--- src/rtl/ad76xx_seq_drive.sv ---
// ad76xx_seq_drive
// Conversion sequencer for an AD76xx-style simultaneous-sampling ADC that uses
// the parallel read interface. It resets the converter, fires CONVST, waits for
// BUSY, reads CH_NUM words with CS/RD pulses, and presents each word on a
// one-cycle strobe.
//
// Optional feature: when the macro AD_BUSY_TIMEOUT_EN is defined, a stuck BUSY
// is abandoned after BUSY_TIMEOUT cycles. The converter is reset again and the
// sticky o_timeout flag is set. Without the macro, WAIT_BUSY waits forever and
// o_timeout stays 0.
//
// Ports
//   i_clk, i_rst          clock; synchronous active-low reset
//   i_enable, i_mode      run enable; 1 = continuous (SAMPLE_PERIOD), 0 = single-shot
//   i_start               single-shot trigger pulse, honoured only in IDLE
//   o_data/o_chan         captured word and its channel index
//   o_valid/o_last        word strobe; o_last marks channel CH_NUM-1
//   o_overrun             pulse when a periodic trigger falls inside a frame
//   o_timeout             sticky BUSY timeout flag
//   o_ad_*                ADC control pins (registered)
//   i_ad_busy, i_ad_data  ADC BUSY and parallel data bus
//   o_dbg_state           current FSM state encoding
//
// Output handshake: o_valid is a single-cycle strobe with no backpressure. The
// o_data, o_chan and o_last values are meaningful only in the cycle o_valid is
// 1. A consumer must take the word in that cycle.
module ad76xx_seq_drive #(
  parameter int unsigned CH_NUM        = 8,
  parameter int unsigned DATA_W        = 16,
  parameter logic [2:0]  OS_RATIO      = 3'b000,
  parameter logic        RANGE_SEL     = 1'b0,
  parameter int unsigned SAMPLE_PERIOD = 2000,
  parameter int unsigned RESET_CYC     = 10,
  parameter int unsigned CONV_LOW_CYC  = 2,
  parameter int unsigned RD_LOW_CYC    = 2,
  parameter int unsigned RD_HIGH_CYC   = 2,
  parameter int unsigned BUSY_TIMEOUT  = 4096
) (
  input  logic              i_clk,
  input  logic              i_rst,
  input  logic              i_enable,
  input  logic              i_mode,
  input  logic              i_start,
  output logic [DATA_W-1:0] o_data,
  output logic [2:0]        o_chan,
  output logic              o_valid,
  output logic              o_last,
  output logic              o_overrun,
  output logic              o_timeout,
  output logic              o_ad_psb_sel,
  output logic              o_ad_stby,
  output logic              o_ad_convstA,
  output logic              o_ad_convstB,
  output logic              o_ad_reset,
  output logic              o_ad_cs,
  output logic              o_ad_rd,
  output logic [2:0]        o_ad_osc,
  output logic              o_ad_range,
  input  logic              i_ad_busy,
  input  logic [DATA_W-1:0] i_ad_data,
  output logic [2:0]        o_dbg_state
);

  typedef enum logic [2:0] {
    ST_RST_ADC   = 3'd0,
    ST_IDLE      = 3'd1,
    ST_CONV      = 3'd2,
    ST_WAIT_BUSY = 3'd3,
    ST_READ_LO   = 3'd4,
    ST_READ_HI   = 3'd5,
    ST_DONE      = 3'd6
  } state_t;

  // One shared phase counter serves every timed state, so size it for the longest.
  localparam int unsigned MAX_A   = (RESET_CYC > BUSY_TIMEOUT) ? RESET_CYC : BUSY_TIMEOUT;
  localparam int unsigned MAX_B   = (CONV_LOW_CYC > RD_LOW_CYC) ? CONV_LOW_CYC : RD_LOW_CYC;
  localparam int unsigned MAX_C   = (MAX_B > RD_HIGH_CYC) ? MAX_B : RD_HIGH_CYC;
  localparam int unsigned CNT_MAX = (MAX_A > MAX_C) ? MAX_A : MAX_C;
  localparam int unsigned CNT_W   = $clog2(CNT_MAX + 1);
  localparam int unsigned PER_W   = $clog2(SAMPLE_PERIOD + 1);

  state_t             state_q, state_d;
  logic [CNT_W-1:0]   cnt_q, cnt_d;
  logic [PER_W-1:0]   per_cnt_q, per_cnt_d;
  logic [2:0]         rd_chan_q, rd_chan_d;
  logic               busy_q, busy_d;
  logic               seen_q, seen_d;
  logic               mode_q, mode_d;
  logic [DATA_W-1:0]  data_q, data_d;
  logic [2:0]         chan_q, chan_d;
  logic               valid_q, valid_d;
  logic               last_q, last_d;
  logic               overrun_q, overrun_d;
  logic               timeout_q, timeout_d;
  logic               cs_q, cs_d;
  logic               rd_q, rd_d;
  logic               conv_q, conv_d;
  logic               ad_reset_q, ad_reset_d;

  always_comb begin
    state_d    = state_q;
    cnt_d      = cnt_q;
    per_cnt_d  = per_cnt_q;
    rd_chan_d  = rd_chan_q;
    busy_d     = i_ad_busy;
    seen_d     = seen_q;
    mode_d     = mode_q;
    data_d     = data_q;
    chan_d     = chan_q;
    valid_d    = 1'b0;
    last_d     = 1'b0;
    overrun_d  = 1'b0;
    timeout_d  = timeout_q;
    cs_d       = cs_q;
    rd_d       = rd_q;
    conv_d     = conv_q;

    // The period counter counts down from each CONV entry and rests at 0, which
    // means "expired". If it expires while a continuous frame is still running,
    // that trigger is dropped and the count restarts. Frames are never queued.
    if (per_cnt_q != '0) begin
      per_cnt_d = per_cnt_q - 1'b1;
    end else if (state_q != ST_IDLE && state_q != ST_RST_ADC && mode_q && i_enable) begin
      overrun_d = 1'b1;
      per_cnt_d = PER_W'(SAMPLE_PERIOD - 1);
    end

    case (state_q)
      ST_RST_ADC: begin
        if (cnt_q == CNT_W'(RESET_CYC)) begin
          state_d = ST_IDLE;
          cnt_d   = '0;
        end else begin
          cnt_d = cnt_q + 1'b1;
        end
      end
      ST_IDLE: begin
        if (i_enable && ((i_mode && per_cnt_q == '0) || (!i_mode && i_start))) begin
          state_d   = ST_CONV;
          cnt_d     = '0;
          conv_d    = 1'b0;
          mode_d    = i_mode;
          per_cnt_d = PER_W'(SAMPLE_PERIOD - 1);
        end
      end
      ST_CONV: begin
        if (cnt_q == CNT_W'(CONV_LOW_CYC - 1)) begin
          state_d = ST_WAIT_BUSY;
          cnt_d   = '0;
          conv_d  = 1'b1;
          seen_d  = 1'b0;
        end else begin
          cnt_d = cnt_q + 1'b1;
        end
      end
      ST_WAIT_BUSY: begin
        // BUSY must be seen high once before its fall counts as end of conversion.
        // This keeps a stale low value from the CONVST edge from being misread.
        if (seen_q && !busy_q) begin
          state_d   = ST_READ_LO;
          cnt_d     = '0;
          cs_d      = 1'b0;
          rd_d      = 1'b0;
          rd_chan_d = '0;
        end
`ifdef AD_BUSY_TIMEOUT_EN
        else if (cnt_q == CNT_W'(BUSY_TIMEOUT - 1)) begin
          timeout_d = 1'b1;
          state_d   = ST_RST_ADC;
          cnt_d     = '0;
        end else begin
          cnt_d = cnt_q + 1'b1;
          if (busy_q) seen_d = 1'b1;
        end
`else
        else if (busy_q) begin
          seen_d = 1'b1;
        end
`endif
      end
      ST_READ_LO: begin
        if (cnt_q == CNT_W'(RD_LOW_CYC - 1)) begin
          // Last low cycle: the bus has settled, so take the word now.
          data_d  = i_ad_data;
          chan_d  = rd_chan_q;
          last_d  = (rd_chan_q == 3'(CH_NUM - 1));
          valid_d = 1'b1;
          state_d = ST_READ_HI;
          rd_d    = 1'b1;
          cnt_d   = '0;
        end else begin
          cnt_d = cnt_q + 1'b1;
        end
      end
      ST_READ_HI: begin
        if (cnt_q == CNT_W'(RD_HIGH_CYC - 1)) begin
          cnt_d = '0;
          if (rd_chan_q == 3'(CH_NUM - 1)) begin
            state_d = ST_DONE;
            cs_d    = 1'b1;
          end else begin
            state_d   = ST_READ_LO;
            rd_d      = 1'b0;
            rd_chan_d = rd_chan_q + 1'b1;
          end
        end else begin
          cnt_d = cnt_q + 1'b1;
        end
      end
      ST_DONE: state_d = ST_IDLE;
      default: begin
        state_d = ST_RST_ADC;
        cnt_d   = '0;
      end
    endcase

    // RESET is high only while RST_ADC is held. The state's entry cycle is low,
    // so the pulse is exactly RESET_CYC wide, both after i_rst and after a timeout.
    ad_reset_d = (state_q == ST_RST_ADC) && (state_d == ST_RST_ADC);
  end

  always_ff @(posedge i_clk) begin
    if (!i_rst) begin
      state_q    <= ST_RST_ADC;
      cnt_q      <= '0;
      per_cnt_q  <= '0;
      rd_chan_q  <= '0;
      busy_q     <= 1'b0;
      seen_q     <= 1'b0;
      mode_q     <= 1'b0;
      data_q     <= '0;
      chan_q     <= '0;
      valid_q    <= 1'b0;
      last_q     <= 1'b0;
      overrun_q  <= 1'b0;
      timeout_q  <= 1'b0;
      cs_q       <= 1'b1;
      rd_q       <= 1'b1;
      conv_q     <= 1'b1;
      ad_reset_q <= 1'b0;
    end else begin
      state_q    <= state_d;
      cnt_q      <= cnt_d;
      per_cnt_q  <= per_cnt_d;
      rd_chan_q  <= rd_chan_d;
      busy_q     <= busy_d;
      seen_q     <= seen_d;
      mode_q     <= mode_d;
      data_q     <= data_d;
      chan_q     <= chan_d;
      valid_q    <= valid_d;
      last_q     <= last_d;
      overrun_q  <= overrun_d;
      timeout_q  <= timeout_d;
      cs_q       <= cs_d;
      rd_q       <= rd_d;
      conv_q     <= conv_d;
      ad_reset_q <= ad_reset_d;
    end
  end

  assign o_data       = data_q;
  assign o_chan       = chan_q;
  assign o_valid      = valid_q;
  assign o_last       = last_q;
  assign o_overrun    = overrun_q;
  assign o_timeout    = timeout_q;
  assign o_ad_psb_sel = 1'b0;
  assign o_ad_stby    = 1'b1;
  assign o_ad_convstA = conv_q;
  assign o_ad_convstB = conv_q;
  assign o_ad_reset   = ad_reset_q;
  assign o_ad_cs      = cs_q;
  assign o_ad_rd      = rd_q;
  assign o_ad_osc     = OS_RATIO;
  assign o_ad_range   = RANGE_SEL;
  assign o_dbg_state  = state_q;

endmodule

--- config.mk ---
export PLATFORM = sky130hd
export DESIGN_NAME = ad76xx_seq_drive
export DESIGN_NICKNAME = d
export VERILOG_FILES = /design/src/rtl/ad76xx_seq_drive.sv
export SDC_FILE = /design/constraint.sdc
export NUM_CORES = 1
export LEC_CHECK = 0
export BUFFER_PORTS_ARGS = -buffer_cell sky130_fd_sc_hd__buf_2
export CAP_MARGIN = 20
export CORE_ASPECT_RATIO = 2
export CORE_UTILIZATION = 58
export DETAILED_ROUTE_END_ITERATION = 12
export PLACE_DENSITY = 0.84
export RECOVER_POWER = 50
export SKIP_LAST_GASP = 1
export SYNTH_ARGS = -nofsm -noshare
export SYNTH_HDL_FRONTEND = slang
export SYNTH_SLANG_ARGS = --single-unit
--- constraint.sdc ---
create_clock -name i_clk -period 6.4 [get_ports i_clk]
set_input_delay 0.32 -clock i_clk [delete_from_list [all_inputs] [get_ports i_clk]]
set_output_delay 0.32 -clock i_clk [all_outputs]
set_load 0.02 [all_outputs]
## Word level (Yosys, flattened, before mapping)

Index checks and enable logic that the tools add are counted.

- Bits in registers: 59
- Bits of input ports: 22
- Output and inout bits: 37
- Word-level logic and storage cells: 109

- $add $sub $neg: 3
- Eq/ne operators: 19
- Mux-type cells: 37
- Bitwise gates (word level): 2
- Reduce and logical (&&, ||, !) cells: 32

Operators with widths:

| cell | number |
|---|---|
| $pmux 13 s5 | 1 |
| $mux 13 | 4 |
| $mux 11 | 4 |
| $mux 3 | 9 |
| $pmux 3 s7 | 1 |
| $ne 2x2->1 const B | 9 |
| $add 13x1->13 const B | 1 |
| $eq 13x1->1 const B | 1 |
| $eq 13x4->1 const B | 1 |
| $eq 3x3->1 const B | 4 |
| $mux 1 | 12 |
| $reduce_and 4->1 | 3 |
| $logic_not 11->1 | 1 |
| $reduce_bool 11->1 | 1 |
| $sub 11x1->11 const B | 1 |
| $reduce_and 3->1 | 3 |
| $logic_and 1x1->1 | 8 |
| $eq 3x2->1 const B | 2 |
| $logic_not 3->1 | 2 |
| $pmux 1 s2 | 3 |
| $pmux 3 s2 | 1 |
| $reduce_and 2->1 | 3 |
| $reduce_bool 2->1 | 3 |
| $reduce_bool 3->1 | 2 |
| other kinds (11) | 13 |

## Depth between registers and ports, before layout

- Word-level depth: 8
- Gate-level depth with buffers: 8
- Depth with buffers taken out: 7

## Worst setup path before layout

OpenSTA, ideal clock, no wires.

- Kind: register -> register
- Start point: register per_cnt_q[4]
- End point: register per_cnt_q[7]
- Setup time: 0.115 ns
- Arrival: 1.915 ns
- Required time: 6.285 ns
- Slack: 4.370 ns
- Cell stages (with the launch flop): 8
- Path buffers: 2
- Clock period less this slack: 2.030 ns
- Cell sequence: dfxtp_1 > or4_1 > clkbuf_2 > or4_1 > buf_2 > a211oi_1 > a31oi_1 > o21a_1

- Cells in the longest elaborated chain, start to end: 6
- Elaborated cells on any way between the ends: 9
- Classes of those cells: add/sub: 1; mux: 3; reduce/logical: 5

RTL lines:

| element | line | source |
|---|---|---|
| start: declaration | 84 | `logic [PER_W-1:0] per_cnt_q, per_cnt_d;` |
| start signal: assignment | 244 | `per_cnt_q <= per_cnt_d;` |
| branches (longest 5 deep; another with $sub 11x1->11) | - |  |
| $mux 11 * | 128 | `case (state_q)` |

Every way passes the cells marked *.
A chain may end at the register's enable or synchronous reset.

## Worst setup path in the final report

- Start point: register per_cnt_q[4]
- End point: register conv_q, in the netlist o_ad_convstA

- Cells in the longest elaborated chain, start to end: 6

RTL lines:

| element | line | source |
|---|---|---|
| $logic_not 11->1 | 138 | `if (i_enable && ((i_mode && per_cnt_q == '0) \|\| (!i_mode && i_start))) begin` |
| $logic_and 1x1->1 | 138 |  |
| $logic_or 1x1->1 | 138 |  |
| $logic_and 1x1->1 | 138 |  |
| $ne 2x2->1 (no line) | - |  |
| $reduce_and 3->1 (no line) | - |  |
| end signal: assignment | 257 | `conv_q <= conv_d;` |
| end: declaration | 97 | `logic conv_q, conv_d;` |

Every way passes these cells.

==> run summary <==
=================================================================================
Count of antenna diodes in the layout                                           0
Global-route wire length before repair                                   10600 um
Async S/R FF share, synth                                                      0%
Leakage power figure                                                      1.18 nW
Final weighted congestion in routability-driven placement                   0.869
Total number of placement rows                                                 35
Avg Cell Area, Syn                                                      8.13 um^2
Classification of the worst-slack hold path                          primary input to flip-flop
Post-layout net count                                                         421
Number of sinks handled by clock tree synthesis                                59
TritonCTS Buffers                                                               9
Data arrival time of the critical path                                    2770 ps
Global-route usage over all layers                                          26.9%
Run status                                                           complete, no violations
Count of state elements after synthesis                                        59
Total cell area at the placement stage                                  3070 um^2
Post-detailed-routing wire length                                         6430 um
Height of the die                                                          101 um
Chip width                                                                51.5 um
Setup repair after global routing missed its margin                         false
Share of layout cells above drive strength 1                                11.1%
Type of origin of the critical path                                     flip-flop
Syn Std Cell Area                                                       2840 um^2
H-tree levels                                                                   3
Layout-stage area growth over the synthesis result                          14.6%
Total of warnings raised by yosys                                               0
Distinct cell type count of the synthesized netlist                            51
Ratio of final minimum period to clock period                               40.8%
Detailed placer's ending HPWL                                             4690 um
Placeable core region                                                   4640 um^2
Area of the die                                                         5190 um^2
Number of buffers inserted by hold repair at cts                                0
Number of flops mapped to enable cells by yosys                                 0
Power density relative to cell area                                   337 nW/um^2
Largest net degree at the start of global routing                              43
Routed via count divided by cell count                                       5.67
Proportion of netlist area held by the largest area contributor             41.6%
Boundary Pins                                                                  59
Avg WL per Cell                                                           14.2 um
Max Fanout on Critical Path                                                     8
Synth Instances                                                               349
Category of the worst setup path capture point                          flip-flop
Number of antenna violations at the first check in global routing               0
Min cycle time layout                                                     2610 ps
Highest clock frequency the design can meet                               383 MHz
Cell types occupying the most area after synthesis                   dfxtp_1 42%, nand2_1 8.2%, a21oi_1 4.9%
Via count of the first global-routing pass                                   2447
Setup violation total in the final timing report                                0
Crit path kind                                                       flip-flop to flip-flop
Worst relative slew slack                                                   26.2%
Total gr overflow                                                               0
Detail Route Antenna Nets                                                       0
Via total after detailed routing                                             2565
Required time reported for the critical path endpoint                     6570 ps
Clock tree buffer depth                                                         2
Post-route DRC violation count                                                  0
Setup bufs post-CTS                                                             0
Worst-path clk slew                                                         70 ps
Tightest Pin Transition                                                   1110 ps
Worst-case vdd ir drop                                                   0.244 mV
Starting utilization of the core area                                       61.1%
Synth Flop Type                                                           dfxtp_1
# Max-Cap Violations                                                            0
Library cell occupying the most area in the post-synthesis netlist        dfxtp_1
Final max-slew violation count                                                  0
CTS tree                                                                    built
Post-route design area                                                  3250 um^2
CTS Root Buffer Type                                                     clkbuf_8
Hold Vio Cnt, Final                                                             0
Final setup skew                                                          8.95 ps
Initial DRT Pass Iterations                                                     4
Final total negative setup slack                                             0 ps
Clock Latency Late Sink                                                    340 ps
Post-synthesis sequential area ratio                                        41.6%
Post-CTS Resized                                                                0
Overall power consumption                                                 1.10 mW
Number of DRC violations after detailed-routing iteration 0                    69
Total of buffers placed on input and output ports                              51
=================================================================================
==> flip-flops by register name (all words and copies together) (netlist names), 3 cells and up <==
| signal | flops |
|---|---|
| cnt_q | 13 |
| o_chan | 3 |
| o_data | 16 |
| o_dbg_state | 3 |
| per_cnt_q | 11 |
| rd_chan_q | 3 |
==> synthesized netlist by cell type (all sizes together), types with 2 or more instances <==
| cell type | number |
|---|---|
| inv | 6 |
| o21ai | 8 |
| a21oi | 29 |
| o31a | 2 |
| o21a | 8 |
| conb | 2 |
| nand3b | 8 |
| ha | 7 |
| xor2 | 3 |
| and2 | 3 |
| a21o | 2 |
| or2 | 2 |
| nor2b | 7 |
| clkbuf | 16 |
| nand4 | 6 |
| or3 | 8 |
| or4 | 5 |
| nand3 | 17 |
| a31oi | 11 |
| nor4 | 8 |
| mux2i | 3 |
| nor2 | 16 |
| nand2 | 62 |
| nor3b | 4 |
| nand2b | 6 |
| xnor2 | 2 |
| a211oi | 3 |
| buf | 10 |
| nor3 | 10 |
| dfxtp | 59 |
==> cells by family after synthesis <==
family | Yosys count | share of synthesized area (%)
AOI/OAI and AO/OA | 72 | 16.2
buffers and inverters | 33 | 5.51
other | 2 | 0.265
adders and majority gates | 7 | 3.09
xor gates and xnor gates | 5 | 1.54
and+or+nand+nor | 167 | 30.3
DFF | 59 | 41.6
muxes | 4 | 1.46
==> cell usage in the layout, fill, tap and decap left out, drive strengths merged, types with 3 or more instances in the layout <==
cell	instances
xor2	3
and2	3
ha	7
nand3b	8
nor3b	4
nor2b	7
a31oi	11
conb	7
nor3	10
or3	8
or4	5
a211oi	3
nand4	6
clkinv	3
nor2	16
mux2i	3
nand3	17
o21ai	8
o21a	8
clkbuf	41
dfxtp	59
inv	6
nand2	62
a21oi	29
nand2b	6
buf	22
nor4	8
==> through the flow <==
| step | std cells | hold slack, ps | worst slack (ps) | util (%) |
|---|---|---|---|---|
| global route | 452 | 203 | 3670 | 70.1 |
| detailed placement | 436 | 444 | 3960 | 66.2 |
| finish | 452 | 192 | 3790 | 70.1 |
| floorplan | 354 | 443 | 4370 | - |
| global placement | 435 | 439 | 3920 | 66.0 |
| CTS | 452 | 193 | 3940 | 71.1 |
==> area by class of cell <==
type                    count  area (um^2)
clock buffers              10          138
flip-flops and latches     59         1180
multi-input cells         262         1510
fillers                   407         1390
inverters                   7         26.3
repair buffers             53          235
clock inverters             6         88.8
well taps                  55         68.8
==> where the power goes <==
group / leakage (nW) / total (mW) / internal (mW) / switching, mW
registers: 0.479 / 0.440 / 0.403 / 0.0376
clock network: 0.108 / 0.379 / 0.229 / 0.150
logic: 0.595 / 0.276 / 0.127 / 0.149
==> per-layer routing <==
metal | up-vias | GRT usage [%] | part of all wire [%]
met5 | - | 0 | 0
met4 | 0 | 16.0 | 2.0
met3 | 15 | 5.58 | 3.6
met2 | 63 | 48.3 | 56
met1 | 1181 | 27.3 | 38
li1 | 1306 | - | -
==> worst max-delay path, cell delays in order, from the launching register on <==
cell,delay [ps]
dfxtp_1,350
or4_1,650
nor3_1,770
nand2_1,220
a21oi_4,300
o221ai_1,140
==> path summary, 6_finish.rpt <==
kind                              startpoint           end  slack (ps)  depth (start not counted)
worst max-delay path            per_cnt_q[4]  o_ad_convstA        3790                          5
worst min-delay path               i_ad_busy        busy_q         190                          2
worst max register to register  per_cnt_q[4]  o_ad_convstA        3790                          5
worst min register to register     o_data[8]     o_data[8]         450                          2
No activity file was read; power rests on OpenSTA's default activity.
